<file path="config.mk">
export PLATFORM = sky130hd
export DESIGN_NAME = quad_decoder_298a
export DESIGN_NICKNAME = d
export VERILOG_FILES = /design/src/rtl/quad_decoder_pkg.sv /design/src/rtl/quad_glitch_filter.sv /design/src/rtl/quad_decoder_298a.sv
export SDC_FILE = /design/constraint.sdc
export NUM_CORES = 1
export LEC_CHECK = 0
export CAP_MARGIN = 25
export CORE_AREA = 3 3 51 53
export DETAILED_ROUTE_END_ITERATION = 6
export DIE_AREA = 0 0 54 56
export GPL_ROUTABILITY_DRIVEN = 1
export PLACE_DENSITY = 0.77
export SYNTH_ARGS = -nofsm -noshare
export SYNTH_HDL_FRONTEND = slang
export SYNTH_SLANG_ARGS = --single-unit
</file>
<file path="constraint.sdc">
create_clock -name clk -period 5.46 [get_ports clk]
set_clock_uncertainty 0.2 [all_clocks]
set_input_delay 0.819 -clock clk [delete_from_list [all_inputs] [get_ports clk]]
set_output_delay 0.819 -clock clk [all_outputs]
set_load 0.1 [all_outputs]
</file>
<file path="src/rtl/quad_decoder_pkg.sv">
// Shared phase encodings and direction constants for the quadrature decoder.
// Phases are {A, B}; the up (A-leads) cycle is 00 -> 10 -> 11 -> 01 -> 00.
package quad_decoder_pkg;

    localparam logic [1:0] PH_00 = 2'b00;
    localparam logic [1:0] PH_10 = 2'b10;
    localparam logic [1:0] PH_11 = 2'b11;
    localparam logic [1:0] PH_01 = 2'b01;

    localparam logic DIR_UP = 1'b1;
    localparam logic DIR_DN = 1'b0;

    function automatic logic [1:0] next_up(input logic [1:0] phase);
        logic [1:0] nxt;
        case (phase)
            PH_00:   nxt = PH_10;
            PH_10:   nxt = PH_11;
            PH_11:   nxt = PH_01;
            default: nxt = PH_00;
        endcase
        return nxt;
    endfunction

endpackage

</file>
<file path="src/rtl/quad_glitch_filter.sv">
// Two-flop synchroniser followed by a stability filter: the output follows the
// synchronised input only after it has differed for FILT_CYCLES consecutive clocks.
module quad_glitch_filter #(
    parameter int FILT_CYCLES = 3,
    parameter int FILT_W      = 4
) (
    input  logic clk,
    input  logic reset_n,
    input  logic din,
    output logic dout
);

    logic r_sync1;
    logic r_sync2;

    always_ff @(posedge clk or negedge reset_n) begin
        if (!reset_n) begin
            r_sync1 <= 1'b0;
            r_sync2 <= 1'b0;
        end else begin
            r_sync1 <= din;
            r_sync2 <= r_sync1;
        end
    end

    generate
        if (FILT_CYCLES == 0) begin : g_bypass
            // Bypass adds no register so edge-to-pulse latency stays 2 + 0 + 1.
            assign dout = r_sync2;
        end else begin : g_filt
            localparam logic [FILT_W-1:0] LIMIT   = FILT_W'(FILT_CYCLES);
            localparam logic [FILT_W-1:0] CNT_ONE = FILT_W'(1);

            logic [FILT_W-1:0] r_cnt;
            logic [FILT_W-1:0] w_cnt_nxt;
            logic              r_filt;

            assign w_cnt_nxt = r_cnt + CNT_ONE;

            always_ff @(posedge clk or negedge reset_n) begin
                if (!reset_n) begin
                    r_cnt  <= '0;
                    r_filt <= 1'b0;
                end else if (r_sync2 != r_filt) begin
                    if (w_cnt_nxt == LIMIT) begin
                        r_filt <= r_sync2;
                        r_cnt  <= '0;
                    end else begin
                        r_cnt <= w_cnt_nxt;
                    end
                end else begin
                    r_cnt <= '0;
                end
            end

            assign dout = r_filt;
        end
    endgenerate

endmodule

</file>
<file path="src/rtl/quad_decoder_298a.sv">
// Quadrature encoder front-end driving an up/down counter's en/up/load/d inputs.
// Define QUAD_DECODER_X4_EN for x4 decoding; the default build decodes x1.
module quad_decoder_298a
    import quad_decoder_pkg::*;
#(
    parameter int         FILT_CYCLES = 3,
    parameter logic [7:0] INDEX_VAL   = 8'd0,
    parameter int         FILT_W      = 4
) (
    input  logic       clk,
    input  logic       reset_n,
    input  logic       qa,
    input  logic       qb,
    input  logic       qi,
    input  logic       idx_arm,
    input  logic       clr_err,
    output logic       en,
    output logic       up,
    output logic       load,
    output logic [7:0] d,
    output logic       err
);

    logic       w_fa;
    logic       w_fb;
    logic       w_fi;
    logic [1:0] w_phase;
    logic       w_step_up;
    logic       w_step_dn;
    logic       w_illegal;
    logic       w_count;

    logic [1:0] r_prev;
    logic       r_fi_prev;
    logic       r_en;
    logic       r_up;
    logic       r_load;
    logic       r_err;

    quad_glitch_filter #(.FILT_CYCLES(FILT_CYCLES), .FILT_W(FILT_W)) u_filt_a (
        .clk(clk), .reset_n(reset_n), .din(qa), .dout(w_fa)
    );
    quad_glitch_filter #(.FILT_CYCLES(FILT_CYCLES), .FILT_W(FILT_W)) u_filt_b (
        .clk(clk), .reset_n(reset_n), .din(qb), .dout(w_fb)
    );
    quad_glitch_filter #(.FILT_CYCLES(FILT_CYCLES), .FILT_W(FILT_W)) u_filt_i (
        .clk(clk), .reset_n(reset_n), .din(qi), .dout(w_fi)
    );

    assign w_phase = {w_fa, w_fb};

    always_comb begin
        w_step_up = (w_phase != r_prev) && (w_phase == next_up(r_prev));
        w_step_dn = (w_phase != r_prev) && (r_prev == next_up(w_phase));
        w_illegal = (w_phase != r_prev) && !w_step_up && !w_step_dn;
`ifdef QUAD_DECODER_X4_EN
        w_count   = w_step_up || w_step_dn;
`else
        // x1: one count per full cycle, on the edge back into / out of phase 00.
        w_count   = (w_step_up && (w_phase == PH_00)) || (w_step_dn && (w_phase == PH_01));
`endif
    end

    always_ff @(posedge clk or negedge reset_n) begin
        if (!reset_n) begin
            r_prev    <= PH_00;
            r_fi_prev <= 1'b0;
            r_en      <= 1'b0;
            r_up      <= DIR_UP;
            r_load    <= 1'b0;
            r_err     <= 1'b0;
        end else begin
            r_prev    <= w_phase;
            r_fi_prev <= w_fi;
            r_en      <= w_count;
            if (w_count) begin
                r_up <= w_step_up ? DIR_UP : DIR_DN;
            end
            r_load    <= idx_arm && w_fi && !r_fi_prev;
            // A new illegal transition outranks a simultaneous clear.
            if (w_illegal) begin
                r_err <= 1'b1;
            end else if (clr_err) begin
                r_err <= 1'b0;
            end
        end
    end

    assign en   = r_en;
    assign up   = r_up;
    assign load = r_load;
    assign err  = r_err;
    assign d    = INDEX_VAL;

endmodule

</file>
Yosys cells after proc, flatten, opt, wreduce, memory -nomap -nowiden
Index checks and enable logic that the tools add are counted.
{"block": "word_totals", "reg_bits": 28, "word_cells": 64}
{"block": "op_classes", "add_sub_neg": 3, "eq_ne": 14, "mux": 11, "reduce_logical": 18}
{"op": "$mux W4", "n": 6}
{"op": "$add A4 B1 Y4 const B", "n": 3}
{"op": "$eq A4 B2 Y1 const B", "n": 3}
{"op": "$pmux W2 S3", "n": 2}
{"op": "$eq A2 B2 Y1 const B", "n": 4}
{"op": "$logic_and A1 B1 Y1", "n": 8}
{"op": "$reduce_and A2 Y1", "n": 3}
{"op": "$eq A2 B2 Y1", "n": 2}
{"op": "$logic_not A2 Y1", "n": 2}
{"op": "$logic_not A1 Y1", "n": 3}
{"op": "$mux W1", "n": 3}
{"op": "$ne A1 B1 Y1", "n": 3}
{"op": "$eq A2 B1 Y1 const B", "n": 1}
{"op": "$ne A2 B2 Y1", "n": 1}
{"op": "$reduce_bool A2 Y1", "n": 1}
{"op": "$logic_or A1 B1 Y1", "n": 1}

Logic depth before layout (Yosys ltp)
Gate-level depths: netlist of run 1.
{"block": "logic_depth", "ltp_word": 8, "mapped_depth": 5}

Cells and area by module
Synthesis of run 1 repeated with hierarchy kept, for this count alone.
{"block": "unflattened", "cells_unflattened": 99, "hier_area_um2": 1241.2}
{"module": "quad_glitch_filter", "n_inst": 3, "cells_each": 24, "area_per_inst_um2": 311.5}
{"module": "quad_decoder_298a", "n_inst": 1, "cells_each": 27, "area_per_inst_um2": 306.5}

Worst setup path before layout of run 1
OpenSTA, ideal clock, no wires.
{"block": "synth_timing", "path_type": "register to output", "startpoint": "register r_err, in the netlist err", "endpoint": "output err", "arrival_ps": 897, "required_time_ps": 4441, "path_slack_ps": 3544, "path_stages_with_launch": 1, "n_path_buf": 0, "path_cell_list": "dfrtp_1"}
{"item": "start, declared", "line": "quad_decoder_298a.sv:38", "source": "logic r_err;"}
{"item": "start signal, assigned", "line": "quad_decoder_298a.sv:71", "source": "r_err <= 1'b0;"}
{"item": "start signal, assigned", "line": "quad_decoder_298a.sv:82", "source": "r_err <= 1'b1;"}
{"item": "start signal, assigned", "line": "quad_decoder_298a.sv:84", "source": "r_err <= 1'b0;"}
{"item": "end, declared", "line": "quad_decoder_298a.sv:21", "source": "output logic err"}
No word-level cell between the ends.

Worst setup path in the final report of run 1
{"block": "layout_timing", "startpoint": "register r_up, in the netlist up", "endpoint": "output up"}
{"item": "start, declared", "line": "quad_decoder_298a.sv:36", "source": "logic r_up;"}
{"item": "start signal, assigned", "line": "quad_decoder_298a.sv:77", "source": "r_up <= w_step_up ? DIR_UP : DIR_DN;"}
{"item": "end, declared", "line": "quad_decoder_298a.sv:18", "source": "output logic up,"}
No word-level cell between the ends.

==> run summary, run 1 <==
First-pass DRT Iterations: 2
Synth Area per Inst: 11.98 µm²
Final period util: 0.5530
Nets: 130
Syn Inst Count: 103
Initial antenna violation count: 0
CP max FO: 3
Port bufs: 10
WP buf/inv: 1
Finished Layout Cells: 144
Clk sink count: 28
RSZ-0062 raised after global routing: no
Number of vias per cell: 4.924
Resized Gates After CTS: 0
Layout Area Growth over Synthesis: 10.65%
Pint: 404.8 µW
Sequential share of power: 0.469
Switching Share: 0.4270
Wire length of the first global-routing pass: 2967 µm
Vias: 709
Outcome: complete, no violations
Setup TNS: 0 ps
Multi-input gate area: 475.5 µm²
WL/cell: 11.31 µm
CTS tree: done
Gr usage total: 0.1333
Clk Latency, worst-skew pair: 320 ps
FP Rows: 17
Crit path cell chain: clkdlybuf4s50_1
Core area: 0.002191 mm²
Routability congestion estimate: 0.6410
Hold depth: 0
Grt ovf: 0
Reg-to-reg critical path startpoint: u_filt_i.g_filt.r_cnt[0]$_DFF_PN0_
Netlist cell types: 24
CP Launch Type: flop
Drt drc: 0
Tmin final: 3020 ps
Clock network fraction of total power: 0.119
Clock Path Buffers: 2
FF-to-FF path depth: 4
Final HPWL DP: 1278 µm
Worst hold start: u_filt_a.r_sync1$_DFF_PN0_
Post-CTS Hold Buffers: 0
Crit Path Category: flop to output port
Slowest cell on crit path: clkdlybuf4s50_1
Post-synthesis sequential area ratio: 0.5690
Largest net degree at the start of global routing: 29
Required time worst endpoint: 4440 ps
Worst path max stage delay: 1130 ps
Worst EP arrival: 2000 ps
Flops & latches, synth: 28
Least-Margin Pin Slew: 962.9 ps
CTS buffer count: 3
Worst Hold Class: flop to flop
Fmax: 331.2 MHz
Warnings from Yosys: 0
Clk slew on worst S/H paths: 130 ps
Psw: 301.7 µW
Comb power frac: 0.412
CP Capture Type: output port
Placed Instances: 140
Lkg Pwr: 0.0006098 µW
Share of layout cells above drive strength 1: 0.1121
Final Hold Viols: 0
FILL cells: 167
Final ANT Viol Nets: 0
WL final: 1629 µm
Slew margin rel.: 0.3560
Post-route worst setup slack: 2440 ps
WHS Endpoint: u_filt_a.r_sync2$_DFF_PN0_
Pwr dens: 517.6 mW/mm²
Setup slack after placement: 2793 ps
Max-slew violations: 0
Register area: 701.9 µm²
Cell area after synthesis: 0.001234 mm²
VDD IR max: 0.2875 mV
Starting DRC count in detailed routing: 5
Top Ports: 19
R2r setup slk: 3490 ps
Post-CTS setup buffers: 0
ANT cells: 0
Max Cap Violations: 0
Worst reg2reg endpoint: u_filt_i.dout$_DFFE_PN0P_
Initial cell density of the core: 0.5631
# setup viols final: 0
Die height: 56 µm
H-tree depth: 1
Die width: 54 µm
Full die area: 0.003024 mm²
Root Driver: clkbuf_4
CP delay by family, top: buffers and inverters
Vias in the first global route: 723
[layout make-up]
type / instances / share of cell area
Sequential cell: 28 / 0.5142
Tap cell: 28 / 0.02566
Multi-Input combinational cell: 68 / 0.3483
Timing Repair Buffer: 11 / 0.07883
Clock buffer: 4 / 0.01925
Inverter: 5 / 0.01375
[metrics by stage]
stage,hold slack [ps],instance area (µm²),total power [µW],utilization
after global routing,174.2,1365,756.5,0.6231
after floorplan,131.2,1260,570.9,-
final,164.7,1365,706.6,0.6231
after CTS,164.7,1365,714.5,0.6231
after global placement,132.3,1339,616.2,0.6111
after detailed placement,135.5,1339,631.5,0.6111
[flip-flops by register name (all words and copies together) (netlist names), 2 cells and up]
register               flops
u_filt_b.g_filt.r_cnt      4
r_prev                     2
u_filt_a.g_filt.r_cnt      4
u_filt_i.g_filt.r_cnt      4
[worst max-delay path by stage]
stage | from | end | slack [ps] | cells after the start
2_1_floorplan | err$_DFFE_PN0P_ | err | 3540 | 0
3_3_place_gp | up$_DFFE_PN1P_ | up | 2800 | 1
3_5_place_dp | up$_DFFE_PN1P_ | up | 2790 | 1
4_1_cts | up$_DFFE_PN1P_ | up | 2430 | 1
5_1_grt | up$_DFFE_PN1P_ | up | 2380 | 1
6_report | up$_DFFE_PN1P_ | up | 2440 | 1
[cell usage after synthesis (all sizes together)]
master / instances / area, µm²
inv: 5 / 18.77
nand3: 5 / 25.02
and2: 1 / 6.260
mux2: 3 / 41.29
nor3: 7 / 35.03
nor2: 9 / 33.78
a21oi: 2 / 10.01
clkbuf: 1 / 3.750
o22ai: 1 / 6.260
o32ai: 1 / 16.27
o31ai: 1 / 7.510
nand4: 1 / 6.260
dfrtp: 27 / 675.7
dfstp: 1 / 26.28
xor2: 3 / 26.28
nand2: 5 / 18.77
xnor2: 10 / 87.58
ha: 6 / 75.07
conb: 1 / 3.750
o21ai: 3 / 22.52
or4b: 2 / 27.53
buf: 8 / 60.06
[placed cells by master, fill, tap and decap left out]
cell type and n:
mux2_2 1, clkdlybuf4s50_1 10, nor3_1 7, a21oi_1 2, and2_1 1, nand3_1 5
nand2_1 5, buf_4 1, o32ai_2 1, dfrtp_1 27, mux2_4 2, inv_1 5
o21ai_2 2, o21ai_0 1, nand4_1 1, o22ai_1 1, ha_1 6, nor2_1 9
conb_1 8, clkbuf_1 1, xnor2_1 10, o31ai_1 1, dfstp_2 1, or4b_4 2
xor2_1 3, clkbuf_4 3
[power groups by stage]
stage	logic (µW)	registers (µW)	clock network, µW
2_1_floorplan	171	400	0
3_3_place_gp	285	332	0
3_5_place_dp	294	337	0
4_1_cts	295	333	87.0
5_1_grt	317	344	95.3
6_report	291	331	83.9
[per-layer routing]
layer	up-vias	routed length, µm	track usage	part of all wire
met4	0	10	0.06406	0.0061
met3	2	86	0.03217	0.053
met2	15	852	0.2128	0.52
met1	340	680	0.1646	0.42
met5	-	0	0	0
li1	352	-	-	-
[cells by family (layout without fill, tap and decap cells)]
kind of cell / Yosys count / after routing / share of synthesized area
simple gates: 30 / 30 / 0.1237
flops: 28 / 28 / 0.5690
buf+inv: 14 / 20 / 0.06694
xor+xnor: 13 / 13 / 0.09229
compound gates: 8 / 8 / 0.05072
fa+ha+maj: 6 / 6 / 0.06085
mux: 3 / 3 / 0.03347
other cells: 1 / 8 / 0.003040
Note: power is estimated with default switching activity, not from simulation.
==> run 2, diff against run 1 <==
CORE_AREA = 3 3 53 55   (was 3 3 51 53)
DIE_AREA = 0 0 56 58   (was 0 0 54 56)
PLACE_DENSITY = 0.71   (was 0.77)
clock period = 3 ns   (was 5.46 ns; I/O delays follow)
==> run 2 against run 1 <==
Effect of this change:
- worst hold slack improved by 2.0 ps
- register-to-register slack worse by 2400 ps
- worst setup slack lost 1400 ps
- power up 94%
- global-route usage shrank 0.75 points
- via count is 1.7% higher
- die area grew 7.4%
- non-clock buffer count did not move
==> run summary, run 2 (synthesis results as in run 1) <==
Outcome: complete, no violations
Final period util: 0.6532
Clk Latency, worst-skew pair: 330 ps
Worst Hold Class: flop to flop
Final HPWL DP: 1265 µm
Tmin final: 1960 ps
Clock Path Buffers: 2
Final ANT Viol Nets: 0
CP Capture Type: flop
Final instance area: 0.001384 mm²
Commonest non-fill, non-tap cell in the layout: dfrtp_1
Crit path cell chain: ha_1 > or4b_4 > o21ai_2 > mux2_4
# setup viols final: 0
Die height: 58 µm
Share of layout cells above drive strength 1: 0.1552
Initial cell density of the core: 0.5072
Fmax: 510.3 MHz
Max-slew violations: 0
Post-CTS Hold Buffers: 0
Wire length of the first global-routing pass: 3111 µm
Routability congestion estimate: 0.7419
Layout Area Growth over Synthesis: 12.17%
Clk slew on worst S/H paths: 150 ps
Grt ovf: 0
FF-to-FF path depth: 4
WL final: 1751 µm
Post-CTS setup buffers: 0
Worst path max stage delay: 550 ps
RSZ-0062 raised after global routing: no
FP Rows: 18
Max Cap Violations: 0
Core area: 0.002432 mm²
Full die area: 0.003248 mm²
Crit Path Category: flop to flop
Slowest cell on crit path: or4b_4
Required time worst endpoint: 3030 ps
Multi-input gate area: 475.5 µm²
CP max FO: 5
Port bufs: 10
FILL cells: 211
Pwr dens: 990.2 mW/mm²
Vias: 721
Setup TNS: 0 ps
CTS buffer count: 3
WP buf/inv: 0
Top Ports: 19
Hold depth: 0
CTS tree: done
Worst EP arrival: 1990 ps
Nets: 130
Gr usage total: 0.1258
First-pass DRT Iterations: 4
H-tree depth: 1
Starting DRC count in detailed routing: 7
Post-DP Area: 0.001331 mm²
Number of vias per cell: 4.938
Clk sink count: 28
CP Launch Type: flop
CP delay by family, top: simple AND/OR/NAND/NOR gates
WP depth: 4
Final Hold Viols: 0
Vias in the first global route: 702
VDD IR max: 0.9302 mV
Largest net degree at the start of global routing: 29
Drt drc: 0
Root Driver: clkbuf_4
ANT cells: 0
WL/cell: 11.99 µm
Resized Gates After CTS: 0
Initial antenna violation count: 0
Die width: 56 µm
Lkg Pwr: 0.0006276 µW
Regs by FF count: u_filt_a.g_filt.r_cnt (4), u_filt_b.g_filt.r_cnt (4), u_filt_i.g_filt.r_cnt (4)
Register area: 701.9 µm²
Commonest cells after routing, fill and taps aside: dfrtp_1, xnor2_1, nor2_1
## run 2: cell count changes in the layout (fill, tap and decap cells not counted)
cell             change
buf_4                +4
bufinv_16            +1
clkbuf_1             -1
clkdlybuf4s50_1      -4
## run 2: metal layers
layer | share of wire | wire length (µm) | global-route usage
met2 | 0.48 | 837 | 0.2154
met4 | 0.018 | 32 | 0.06102
met3 | 0.047 | 83 | 0.02450
met5 | 0 | 0 | 0
met1 | 0.46 | 798 | 0.1535
## run 2: stage by stage
step	cells	hold slack [ps]	total power, µW	utilization	worst slack (ps)
2_1_floorplan	110	-45.59	1039	-	1115
3_3_place_gp	142	131.7	1122	0.5473	1100
3_5_place_dp	142	134.7	1139	0.5473	1065
4_1_cts	146	169.2	1385	0.5689	1031
5_1_grt	146	173.5	1459	0.5689	939.9
6_report	146	166.8	1370	0.5689	1040
## run 2: final timing paths
| check | slack, ps | endpoint | startpoint |
|---|---|---|---|
| max in group asynchronous | 2040 | up$_DFFE_PN1P_ | reset_n |
| min in group asynchronous | 260 | u_filt_i.r_sync1$_DFF_PN0_ | reset_n |
| setup reg to reg | 1040 | u_filt_a.dout$_DFFE_PN0P_ | u_filt_a.g_filt.r_cnt[0]$_DFF_PN0_ |
| setup / recovery | 1040 | u_filt_a.dout$_DFFE_PN0P_ | u_filt_a.g_filt.r_cnt[0]$_DFF_PN0_ |
| hold / removal | 170 | u_filt_i.r_sync2$_DFF_PN0_ | u_filt_i.r_sync1$_DFF_PN0_ |
| hold reg to reg | 170 | u_filt_i.r_sync2$_DFF_PN0_ | u_filt_i.r_sync1$_DFF_PN0_ |
## run 2: final cells by class
class / instances / area share
flip-flops and latches: 28 / 0.5072
multi-input cells: 68 / 0.3436
repair buffers: 11 / 0.07052
well taps: 30 / 0.02712
clock inverters: 1 / 0.02170
clock buffers: 3 / 0.01627
inverters: 5 / 0.01356
## run 2: power by group
part / total (µW) / internal [µW] / switching [µW] / leakage (µW)
Sequential: 604 / 490 / 114 / 0.000352
Clock: 244 / 135 / 109 / 0.0000279
Combinational: 522 / 189 / 333 / 0.000248
Total: 1370 / 814 / 556 / 0.000628
## run 2: worst reg2reg max path: stages, from the launching register on
cell,delay [ps]
dfrtp_1,440
ha_1,260
or4b_4,550
o21ai_2,100
mux2_4,310
==> run 3, diff against run 2 <==
CORE_AREA = 3 3 56 58   (was 3 3 53 55)
DIE_AREA = 0 0 59 61   (was 0 0 56 58)
PLACE_DENSITY = 0.67   (was 0.71)
clock period = 1.8 ns   (was 3 ns; I/O delays follow)
==> run 3 against run 2 <==
Effect of this change:
- combinational power up 120%
- sequential power up 69%
- the run now ends with negative setup slack left
- power up 80%
==> run summary, run 3 (synthesis results as in run 1) <==
R2r setup slk: -50 ps
Finished Layout Cells: 160
Root Driver: clkbuf_4
Initial cell density of the core: 0.4552
Gr usage total: 0.1154
ANT cells: 0
CTS buffer count: 3
Starting DRC count in detailed routing: 23
Lkg Pwr: 0.0007029 µW
Crit path cell chain: inv_1 > ha_2 > or4b_4 > o21ai_4 > mux2_4
WL final: 1863 µm
Failing checks: negative setup slack
Grt ovf: 0
Drt drc: 0
Final ANT Viol Nets: 0
Crit Path Category: flop to flop
Nets: 143
Outcome: finished with violations
Commonest non-fill, non-tap cell in the layout: dfrtp_1
Placed Instances: 152
VDD IR max: 1.023 mV
CTS tree: done
FILL cells: 229
Required time worst endpoint: 1820 ps
Final Hold Viols: 0
CP Capture Type: flop
CP max FO: 5
Die height: 61 µm
Top Ports: 19
Final period util: 1.026
First-pass DRT Iterations: 4
Slowest cell on crit path: or4b_4
Clk slew on worst S/H paths: 150 ps
Commonest cells after routing, fill and taps aside: dfrtp_1, buf_4, xnor2_1
Final instance area: 0.001565 mm²
# setup viols final: 2
Core area: 0.002710 mm²
Max-slew violations: 0
Wire length of the first global-routing pass: 3084 µm
Hold WS: 98.96 ps
Worst reg2reg endpoint: u_filt_a.dout$_DFFE_PN0P_
Clk sink count: 28
Worst Hold Class: input port to async pin
Full die area: 0.003599 mm²
Regs by FF count: u_filt_a.g_filt.r_cnt (4), u_filt_b.g_filt.r_cnt (4), u_filt_i.g_filt.r_cnt (4)
Vias: 770
RSZ-0062 raised after global routing: yes
FP Rows: 19
Fmax: 541.5 MHz
Final HPWL DP: 1348 µm
Share of layout cells above drive strength 1: 0.2946
H-tree depth: 1
Post-route worst setup slack: -46.62 ps
Post-CTS Hold Buffers: 0
Vias in the first global route: 733
Pwr dens: 1573 mW/mm²
Worst EP arrival: 1870 ps
Clock Path Buffers: 2
Post-DP Area: 0.001470 mm²
Setup TNS: -77.61 ps
Reg-to-reg critical path startpoint: u_filt_a.g_filt.r_cnt[0]$_DFF_PN0_
Layout Area Growth over Synthesis: 26.88%
WL/cell: 11.64 µm
Number of vias per cell: 4.813
Worst path max stage delay: 470 ps
Max Cap Violations: 0
CP Launch Type: flop
Fin util: 0.5776
Routability congestion estimate: 0.6891
Initial antenna violation count: 0
Die width: 59 µm
Largest net degree at the start of global routing: 29
Port bufs: 10
Clk Latency, worst-skew pair: 320 ps
FF-to-FF path depth: 5
Tmin final: 1847 ps
[run 3: cell types whose count changed in the layout (fill, tap and decap cells not counted), moves of 2 or more]
cell     before  now
buf_12        0    4
buf_4         5   14
ha_1          6    1
ha_2          0    5
o21ai_2       2    0
o21ai_4       0    2
[run 3: layout make-up]
class                           instances  area (µm²)  area share
Tap cell                               31       38.79     0.02478
Timing Repair Buffer                   24       245.2      0.1567
Clock buffer                            4       36.28     0.02318
Sequential cell                        28       701.9      0.4484
Inverter                                5       18.77     0.01199
Multi-Input combinational cell         68       524.3      0.3349
[run 3: worst max-delay path: cells and delay by family, from the launching register on]
kind | cells | cell delay [ps]
flops | 1 | 440
mux | 1 | 310
compound gates | 1 | 80
simple gates | 1 | 470
buf+inv | 1 | 70
fa+ha+maj | 1 | 170
[run 3: report_power, final]
part           total (µW)  leakage, µW  switching [µW]  internal [µW]
combinational        1140     0.000330             616            528
clock                 300    0.0000210             176            124
sequential           1020     0.000352             200            818
[run 3: stage by stage]
stage	setup slack, ps	total power (µW)
3_5_place_dp	-29.72	2108
6_report	-46.62	2462
3_3_place_gp	16.95	2059
4_1_cts	-44.11	2433
2_1_floorplan	9.864	1748
5_1_grt	-98.86	2622
[run 3: routing by layer]
layer | track usage | vias to the layer above | wire (µm)
met1 | 0.1456 | 374 | 821
met4 | 0.03883 | 0 | 27
li1 | - | 373 | -
met3 | 0.03404 | 4 | 101
met2 | 0.1909 | 19 | 912
met5 | 0 | - | 0
[run 3: worst max-delay path by stage]
stage	start	to	slack (ps)	cells past startpoint
after floorplan	u_filt_i.g_filt.r_cnt[1]$_DFF_PN0_	u_filt_i.dout$_DFFE_PN0P_	10	4
after global placement	u_filt_a.g_filt.r_cnt[0]$_DFF_PN0_	u_filt_a.dout$_DFFE_PN0P_	20	5
after detailed placement	u_filt_a.g_filt.r_cnt[0]$_DFF_PN0_	u_filt_a.dout$_DFFE_PN0P_	-30	5
after CTS	u_filt_a.g_filt.r_cnt[0]$_DFF_PN0_	u_filt_a.dout$_DFFE_PN0P_	-40	5
after global routing	u_filt_a.g_filt.r_cnt[0]$_DFF_PN0_	u_filt_a.dout$_DFFE_PN0P_	-100	5
final	u_filt_a.g_filt.r_cnt[0]$_DFF_PN0_	u_filt_a.dout$_DFFE_PN0P_	-50	5
[run 3: repair_timing]
action / CTS / global route
pin swaps: 1 / 2
resized for setup: 0 / 7
setup endpoints to repair: 2 / 4
buffers inserted: 2 / 2
